**src/rtl/stdp_pkg.sv**
```systemverilog
// +----------------------------------------------------------------------------+
// | stdp_pkg: shared constants, FSM state type and the STDP delta function.   |
// | Revision: 1.0                                                              |
// +----------------------------------------------------------------------------+
`default_nettype none

package stdp_pkg;

  localparam int DEF_W_MAX = 3;
  localparam int DEF_WIN1  = 1;
  localparam int DEF_WIN2  = 2;
  localparam int DEF_A1    = 2;
  localparam int DEF_A2    = 1;

  typedef enum logic [1:0] {
    ST_IDLE = 2'd0,
    ST_RD   = 2'd1,
    ST_WR   = 2'd2,
    ST_FIN  = 2'd3
  } stdp_state_e;

  // Positive dt (post after pre) potentiates, negative dt depresses.
  function automatic int stdp_delta(input int dt, input int win1, input int win2,
                                    input int a1, input int a2);
    int d;
    d = 0;
    if (dt > 0 && dt <= win1)               d = a1;
    else if (dt > win1 && dt <= win2)       d = a2;
    else if (dt < 0 && dt >= -win1)         d = -a1;
    else if (dt < -win1 && dt >= -win2)     d = -a2;
    return d;
  endfunction

endpackage

`default_nettype wire

```
**src/rtl/stdp_weight_calc.sv**
```systemverilog
// +----------------------------------------------------------------------------+
// | stdp_weight_calc: combinational dt, delta, clamp and change detection.    |
// | Revision: 1.0                                                              |
// +----------------------------------------------------------------------------+
`default_nettype none

module stdp_weight_calc
  import stdp_pkg::*;
#(
  parameter int W_WIDTH = 4,
  parameter int T_WIDTH = 7,
  parameter int W_MAX   = DEF_W_MAX,
  parameter int WIN1    = DEF_WIN1,
  parameter int WIN2    = DEF_WIN2,
  parameter int A1      = DEF_A1,
  parameter int A2      = DEF_A2
) (
  input  logic [T_WIDTH-1:0] time_post_i,
  input  logic [T_WIDTH-1:0] rd_time_i,
  input  logic               rd_valid_i,
  input  logic [W_WIDTH-1:0] rd_weight_i,
  output logic [W_WIDTH-1:0] new_weight_o,
  output logic               changed_o
);

  localparam int SW = W_WIDTH + 2;
  localparam logic signed [SW-1:0] C_WMAX = SW'(W_MAX);

  logic signed [T_WIDTH:0] w_dt;
  logic signed [SW-1:0]    w_delta;
  logic signed [SW-1:0]    w_sum;

  // Plain signed difference; timestamps are assumed not to wrap within a window.
  assign w_dt    = $signed({1'b0, time_post_i}) - $signed({1'b0, rd_time_i});
  assign w_delta = rd_valid_i ? SW'(stdp_delta(int'(w_dt), WIN1, WIN2, A1, A2)) : '0;
  assign w_sum   = $signed({2'b00, rd_weight_i}) + w_delta;

  always_comb begin
    new_weight_o = w_sum[W_WIDTH-1:0];
    if (w_sum[SW-1]) begin
      new_weight_o = '0;
    end else if (w_sum > C_WMAX) begin
      new_weight_o = W_WIDTH'(W_MAX);
    end
  end

  assign changed_o = (new_weight_o != rd_weight_i);

endmodule

`default_nettype wire

```
**src/rtl/stdp_update_engine.sv**
```systemverilog
// +----------------------------------------------------------------------------+
// | stdp_update_engine: sequential STDP sweep over all synapses of one neuron,|
// | read/modify/write against synapse memory. Revision: 1.0                    |
// +----------------------------------------------------------------------------+
`default_nettype none

module stdp_update_engine
  import stdp_pkg::*;
#(
  parameter int W_WIDTH = 4,
  parameter int T_WIDTH = 7,
  parameter int N_SYN   = 16,
  parameter int W_MAX   = DEF_W_MAX,
  parameter int WIN1    = DEF_WIN1,
  parameter int WIN2    = DEF_WIN2,
  parameter int A1      = DEF_A1,
  parameter int A2      = DEF_A2
) (
  input  logic                         clk,
  input  logic                         reset,
  input  logic                         start,
  input  logic [T_WIDTH-1:0]           time_post,
  input  logic                         testing,
  output logic                         busy,
  output logic                         done,
  output logic [$clog2(N_SYN+1)-1:0]   upd_count,
  output logic                         rd_en,
  output logic [$clog2(N_SYN)-1:0]     rd_addr,
  input  logic [T_WIDTH-1:0]           rd_time,
  input  logic                         rd_valid,
  input  logic [W_WIDTH-1:0]           rd_weight,
  output logic                         wr_en,
  output logic [$clog2(N_SYN)-1:0]     wr_addr,
  output logic [W_WIDTH-1:0]           wr_data
);

  localparam int IDX_W = $clog2(N_SYN);
  localparam int CNT_W = $clog2(N_SYN + 1);
  localparam logic [IDX_W-1:0] C_LAST = IDX_W'(N_SYN - 1);

  stdp_state_e        state_q, state_d;
  logic [IDX_W-1:0]   idx_q;
  logic [T_WIDTH-1:0] tp_q;
  logic [CNT_W-1:0]   cnt_q;
  logic               wr_en_q;
  logic [IDX_W-1:0]   wr_addr_q;
  logic [W_WIDTH-1:0] wr_data_q;

  logic               w_accept;
  logic               w_last;
  logic [W_WIDTH-1:0] w_new_weight;
  logic               w_changed;

  assign w_accept = (state_q == ST_IDLE) && start;
  assign w_last   = (idx_q == C_LAST);

  stdp_weight_calc #(
    .W_WIDTH (W_WIDTH),
    .T_WIDTH (T_WIDTH),
    .W_MAX   (W_MAX),
    .WIN1    (WIN1),
    .WIN2    (WIN2),
    .A1      (A1),
    .A2      (A2)
  ) u_calc (
    .time_post_i  (tp_q),
    .rd_time_i    (rd_time),
    .rd_valid_i   (rd_valid),
    .rd_weight_i  (rd_weight),
    .new_weight_o (w_new_weight),
    .changed_o    (w_changed)
  );

  always_ff @(posedge clk or negedge reset) begin
    if (!reset) begin
      state_q <= ST_IDLE;
    end else begin
      state_q <= state_d;
    end
  end

  always_comb begin
    state_d = state_q;
    case (state_q)
      ST_IDLE: if (start) state_d = testing ? ST_FIN : ST_RD;
      ST_RD:   state_d = ST_WR;
      ST_WR:   state_d = w_last ? ST_FIN : ST_RD;
      ST_FIN:  state_d = ST_IDLE;
      default: state_d = ST_IDLE;
    endcase
  end

  // Write for synapse i is registered here, so it overlaps the read of i+1.
  always_ff @(posedge clk or negedge reset) begin
    if (!reset) begin
      idx_q     <= '0;
      tp_q      <= '0;
      cnt_q     <= '0;
      wr_en_q   <= 1'b0;
      wr_addr_q <= '0;
      wr_data_q <= '0;
    end else begin
      wr_en_q <= 1'b0;
      if (w_accept) begin
        tp_q  <= time_post;
        idx_q <= '0;
        cnt_q <= '0;
      end
      if (state_q == ST_WR) begin
        wr_en_q   <= w_changed;
        wr_addr_q <= idx_q;
        wr_data_q <= w_new_weight;
        if (w_changed) cnt_q <= cnt_q + CNT_W'(1);
        if (!w_last)   idx_q <= idx_q + IDX_W'(1);
      end
    end
  end

  always_comb begin
    busy      = (state_q == ST_RD) || (state_q == ST_WR);
    done      = (state_q == ST_FIN);
    rd_en     = (state_q == ST_RD);
    rd_addr   = idx_q;
    wr_en     = wr_en_q;
    wr_addr   = wr_addr_q;
    wr_data   = wr_data_q;
    upd_count = cnt_q;
  end

endmodule

`default_nettype wire

```
**config.mk**
```make
export PLATFORM = sky130hd
export DESIGN_NAME = stdp_update_engine
export DESIGN_NICKNAME = d
export VERILOG_FILES = /design/src/rtl/stdp_pkg.sv /design/src/rtl/stdp_weight_calc.sv /design/src/rtl/stdp_update_engine.sv
export SDC_FILE = /design/constraint.sdc
export NUM_CORES = 1
export LEC_CHECK = 0
export ABC_AREA = 1
export CORE_MARGIN = 3
export CORE_UTILIZATION = 46
export CTS_CLUSTER_SIZE = 10
export DETAILED_ROUTE_END_ITERATION = 16
export PLACE_DENSITY = 0.75
export SLEW_MARGIN = 20
export SYNTH_ARGS = -nofsm -noshare
export SYNTH_HDL_FRONTEND = slang
export SYNTH_SLANG_ARGS = --single-unit
```
**constraint.sdc**
```tcl
create_clock -name clk -period 3.5 [get_ports clk]
set_input_delay 0.7 -clock clk [delete_from_list [all_inputs] [get_ports clk]]
set_output_delay 0.7 -clock clk [all_outputs]
set_load 0.005 [all_outputs]
```
==> metrics.md, run 1 <==
| Metric | Value |
|---|---|
| Sequential-to-total area share from yosys stat | `0.332` |
| H-tree Lvls | `1` |
| Maximum clock path buffer count | `2` |
| Max frequency | `roughly 260 MHz` |
| Die Area | `roughly 5300 µm²` |
| Design area | `2920 µm²` |
| Max-cap viol count | `0` |
| CTS tree | `done` |
| Residual DRC count | `0` |
| Worst path slowest cell | `fa_2` |
| Final non-filler cell total | `about 400` |
| Setup crit end kind | `register` |
| Worst EP required | `3.68 ns` |
| Hold EP | `wr_addr[1]` |
| CTS Buf Count | `3` |
| WS Path Type | `input pin to register` |
| Avg WL per Cell | `about 12 µm` |
| Final hold vios | `0` |
| Max-slew headroom | `0.528` |
| Vias in the first global route | `between 1500 and 2000` |
| Initial antenna violation count | `0` |
| Area Overhead vs Synth | `43.5%` |
| Worst r2r src | `tp_q[0]` |
| Hold path cells | `2` |
| Placed Cells incl. Taps | `a little under 400` |
| Worst VDD drop | `0.413 mV` |
| Via/cell ratio | `between 4 and 5` |
| Vias | `slightly below 2000` |
| Num rows | `23` |
| Post-synth top cells | `nand2_1, inv_1, dfrtp_1, nand3_1, ha_1` |
| Root Buffer | `clkbuf_8` |
| Yosys reg bits | `27` |
| Hold path startpoint | `wr_addr[1]` |
| Synth top area share | `0.332` |
| Die width | `a little over 70 µm` |
| FF-to-FF End | `upd_count[4]` |
| Pre-CTS WS | `-1.01 ns` |
| Crit path DAT | `~4 ns` |
| Cell family with most CP delay | `simple AND/OR/NAND/NOR gates` |
| FFs w/ async S/R, synth | `1.00` |
| Fin crit period | `roughly 3.8 ns` |
| Setup violators final | `7` |
| Critical Path Most Common Cell | `nand2_2` |
| CP max stage delay | `between 0.3 and 0.4 ns` |
| Dpl hpwl | `roughly 3.5 mm` |
| Core area | `4140 µm²` |
| Share of cells above drive strength 1 | `0.271` |
| RSZ-0062 raised after global routing | `yes` |
| Worst Max-Slew Pin Slew | `0.708 ns` |
| Synthesized Nets | `approximately 330` |
| Post-synth EDFFs | `0` |
| Post-Route Skew | `about 0.0038 ns` |
| CP Depth | `30` |
| Final setup margin | `-0.317 ns` |
| Area of the multi-input gates | `approximately 1300 µm²` |
| Synthesized area | `just over 2000 µm²` |
| Largest net degree at the start of global routing | `28` |
| Class of the worst hold path | `register to register` |
| Synth area leader | `dfrtp_1` |
| Final net count | `approximately 400` |
| CP Buf/Inv Count | `9` |
| Fin util | `0.704` |
| Path depth of the worst reg2reg path | `30` |
| YS warnings | `0` |
| Synth Area per Inst | `6.99 µm²` |
| Synth top area cells | `dfrtp_1, nand2_1, ha_1, inv_1, nand3_1` |
| Top-Level Pins | `44` |
| Register area | `676 µm²` |
| Power density cells | `a little over 800 nW/µm²` |
| Placer Congestion | `approximately 0.91` |
| Crit path max fanout | `4` |
| Clk slew on worst S/H paths | `around 0.10 ns` |
| Failing checks | `negative setup slack` |
| Ant diodes | `0` |
| Gr ovfl total | `0` |
| Slew Limit Fails | `0` |
| First-pass GRT wire length | `around 8.1 mm` |
| Most frequent cell after synthesis | `nand2_1` |
| Status | `complete, but fails checks` |
| Die Height | `between 70 and 80 µm` |
| Syn Inst Count | `291` |
| WHS | `~0.49 ns` |
| IO Port Bufs | `43` |
| Area after DPL | `about 2700 µm²` |
| Leakage | `around 1.5 nW` |
| Flop2flop setup slack | `-0.21 ns` |
| Total wire length | `4.81 mm` |
| CP Launch Type | `input pin` |
| Initial core utilization | `0.491` |
| ANT nets after route | `0` |
| # clock sinks | `27` |
| Distinct cells, synth | `29` |
| Total GRT Usage | `0.189` |
| DRT iter0 DRCs | `about 80` |
| DR pass1 iterations | `4` |
| Skew-Pair Late Insertion Delay | `0.27 ns` |
| Period utilization | `1.09` |
| Most used DFF post-synth | `dfrtp_1` |
| Layout fillers | `around 360` |
==> stage by stage <==
stage / power [W] / setup TNS [ns]
floorplan: 0.00140 / -1.30
global placement: 0.00194 / -6.68
detailed placement: 0.00198 / -7.43
CTS: 0.00230 / -1.48
global route: 0.00264 / -3.72
finish: 0.00240 / -1.97
==> power breakdown <==
part	internal [W]	switching (W)	leakage (nW)
logic	0.000817	0.000818	1.14
clock network	0.0000809	0.000101	0.0217
registers	0.000452	0.000132	0.340
==> cell families after synthesis <==
family	Yosys count	share of synthesized area
compound gates	19	0.0486
xor+xnor	4	0.0172
fa+ha+maj	19	0.124
buf+inv	61	0.113
flops	27	0.332
simple gates	161	0.365
==> worst max-delay path by stage <==
stage,slack (ns),start,end
floorplan,-0.23,rd_time[0],upd_count[2]
global route,-0.55,rd_time[2],upd_count[2]
finish,-0.32,rd_time[0],upd_count[4]
detailed placement,-1.01,rd_time[0],upd_count[3]
global placement,-0.91,rd_time[0],upd_count[3]
CTS,-0.27,rd_time[0],upd_count[3]
==> layer usage <==
metal,vias up,share of wire,global-route usage
li1,1037,-,-
met1,907,0.48,0.256
met2,38,0.47,0.312
met3,5,0.042,0.0332
met4,0,0.0079,0.0533
met5,-,0,0
==> area by class of cell <==
cell class	instances	area share
well taps	50	0.0214
clock buffers	3	0.0141
clock inverters	1	0.00257
inverters	57	0.0733
multi-input cells	203	0.449
repair buffers	67	0.208
flip-flops and latches	27	0.231
==> worst reg2reg max path, delay by kind of cell, from the launching register on <==
kind,cells,cell delay (ns)
DFF,1,0.33
adders and majority gates,4,1.05
and+or+nand+nor,16,1.43
buffers and inverters,9,0.67
AOI/OAI and AO/OA,1,0.14
==> state kept, by name, summed over array words and instances, names as in the netlist <==
signal / count
tp_q: 7
upd_count: 5
rd_addr: 4
wr_addr: 4
wr_data: 4
state_q: 2
wr_en: 1
==> what timing repair did <==
| item | 4_1_cts | 5_1_grt |
|---|---|---|
| endpoints found under the setup margin | 8 | 8 |
| pin swaps | 38 | 25 |
| buffers inserted | 2 | 4 |
| resized for setup | 36 | 19 |
| hold buffers | 0 | 0 |
==> layout by cell type (no fill, tap or decap), types with 2 or more instances in the layout <==
cell / count
nand2_1: 78
inv_1: 43
clkdlybuf4s50_1: 36
dfrtp_1: 27
nand2_2: 23
nand3_1: 22
buf_4: 22
inv_2: 13
nor2_1: 13
ha_1: 10
o21ai_0: 9
nand3_2: 7
nand4_1: 6
ha_4: 6
dlygate4sd2_1: 5
nor2_2: 4
a21oi_2: 3
clkbuf_8: 3
buf_6: 3
nand3b_1: 2
a21oi_1: 2
xor2_1: 2
xnor2_1: 2
o21ai_2: 2
fa_2: 2
(Power assumes the default switching activity.)
==> inputs of run 2 (changes only) <==
--- a/config.mk
+++ b/config.mk
@@ -10,6 +10,7 @@
 export CORE_UTILIZATION = 46
 export CTS_CLUSTER_SIZE = 10
 export DETAILED_ROUTE_END_ITERATION = 16
+export GPL_ROUTABILITY_DRIVEN = 0
 export PLACE_DENSITY = 0.75
 export SLEW_MARGIN = 20
 export SYNTH_ARGS = -nofsm -noshare
==> results of run 2 <==
Same layout as run 1: the final DEF is identical, and so are final timing and power.
==> inputs of run 3 (changes only) <==
--- a/config.mk
+++ b/config.mk
@@ -6,6 +6,7 @@
 export NUM_CORES = 1
 export LEC_CHECK = 0
 export ABC_AREA = 1
+export ABC_CLOCK_PERIOD_IN_PS = 3500
 export CORE_MARGIN = 3
 export CORE_UTILIZATION = 46
 export CTS_CLUSTER_SIZE = 10
==> results of run 3 <==
Same layout as run 1: the final DEF is identical, and so are final timing and power.
==> RTL change, RTL diff (config.mk and constraints of run 2) <==
`W_WIDTH` is set to 4 in 2 places; all go to 5.
--- a/src/rtl/stdp_weight_calc.sv
+++ b/src/rtl/stdp_weight_calc.sv
@@ -9,3 +9,3 @@
 #(
-  parameter int W_WIDTH = 4,
+  parameter int W_WIDTH = 5,
   parameter int T_WIDTH = 7,
--- a/src/rtl/stdp_update_engine.sv
+++ b/src/rtl/stdp_update_engine.sv
@@ -9,3 +9,3 @@
 #(
-  parameter int W_WIDTH = 4,
+  parameter int W_WIDTH = 5,
   parameter int T_WIDTH = 7,
Interface: changed (resized rd_weight and wr_data); port bits go from 44 to 46. No check against the original RTL was run, so the function may have changed too.
==> RTL change against run 2 <==
  * The flow still finishes with violations (negative setup slack)
  * Global-route usage up 1.7 points
  * Routed wire length rose by 19%
  * Largest cell class unchanged
  * Design area up 9.7%
  * Area after synthesis rose by 5.2%
  * Sequential cell count grew 1
  * Worst setup slack worse by 0.30 ns
  * Total power grew 9.3%
  * Count of clock-buffer cells in the layout is the same
  * Critical path depth up 2
  * Non-clock buffer count increased by 18
  * Combinational power grew 9%
==> RTL change: results (changes against run 2) <==
first-pass GRT wire length 8990 um (+12%); layout cells sized above 1 29.6% (+2.5 points); Post-Synth Adder-Cell Area 11.8% (-0.61 points); reg-to-reg slack, setup -0.54 ns (-0.33 ns); GR Util All Layers 20.6% (+1.7 points); final wirelength 5730 um (+19%); Setup WS pre-CTS -1.20 ns (-0.192 ns); status finished, violations left; WP data arrival 4.29 ns (+0.30 ns); worst setup margin -0.613 ns (-0.296 ns); critical-path maximum fanout 6 (+2); Max-slew headroom 69.4% (+17 points); vias in the first global route 2108 (+11%); final setup TNS -3.96 ns (-1.99 ns); Met1 Wirelength 2380 um (+3.9%); clk_skew 0.0155 ns (+0.0117 ns); Final #Nets 423 (+5.5%); worst hold slack 0.486 ns (-0.00375 ns); final number of setup-violating endpoints 8 (+1); post-synthesis sequential area ratio 32.7% (-0.46 points); Yosys cell types 30 (+3.4%); fillers 334 (-8.0%); violated checks negative setup slack; routed wl met3 271 um (+36%); CP peak stage delay 0.40 ns (+0.05 ns); Cell Area, Placed 0.00287 sq mm (+7.2%); Initial DRC Count 130 (+60%); FF-to-FF path depth 32 (+6.7%); area fraction in compound gates after synthesis 8.48% (+3.6 points); met1 global-route usage 26.1% (+0.56 points); met2 wire length 2920 um (+28%); worst skew pair latency 0.29 ns (+0.02 ns); pin count of the biggest net entering global routing 29 (+3.6%)
## RTL change: area by class of cell
class / count / area (sq um) / share of cell area [%]
Clock buffer: 3 / 41.3 / 1.29
Clock inverter: 1 / 30.0 / 0.938
Sequential cell: 28 / 701 / 21.9
Tap cell: 52 / 65.1 / 2.03
Timing Repair Buffer: 85 / 742 / 23.2
Multi-Input combinational cell: 208 / 1420 / 44.3
Inverter: 54 / 204 / 6.37
## RTL change: timing repair
action,CTS,global route
endpoints found under the setup margin,8,8
pin swaps,37,20
gates resized for setup,40,8
gates cloned,0,0
buffers inserted,13,3
## RTL change: worst max-delay path by stage
stage,slack (ns),startpoint,depth (start not counted),to
2_1_floorplan,-0.46,rd_time[0],30,upd_count[3]
3_3_place_gp,-1.06,rd_time[0],31,upd_count[4]
3_5_place_dp,-1.20,rd_time[0],32,upd_count[3]
4_1_cts,-0.46,rd_time[0],31,upd_count[3]
5_1_grt,-0.83,rd_time[0],31,upd_count[2]
6_report,-0.61,rd_time[0],32,upd_count[3]
## RTL change: worst max-delay path, delay by kind of cell
| kind | cells | cell delay, ns |
|---|---|---|
| buffers and inverters | 8 | 0.71 |
| AND/OR/NAND/NOR | 16 | 1.31 |
| AO/OA/AOI/OAI | 4 | 0.60 |
| adder cells (fa/ha/maj) | 4 | 0.95 |
## RTL change: power groups by stage
| stage | registers, mW | clock network, mW | logic (mW) |
|---|---|---|---|
| global route | 0.600 | 0.266 | 1.95 |
| floorplan | 0.554 | 0 | 0.881 |
| finish | 0.584 | 0.260 | 1.78 |
| CTS | 0.582 | 0.261 | 1.66 |
| detailed placement | 0.570 | 0 | 1.44 |
| global placement | 0.569 | 0 | 1.41 |
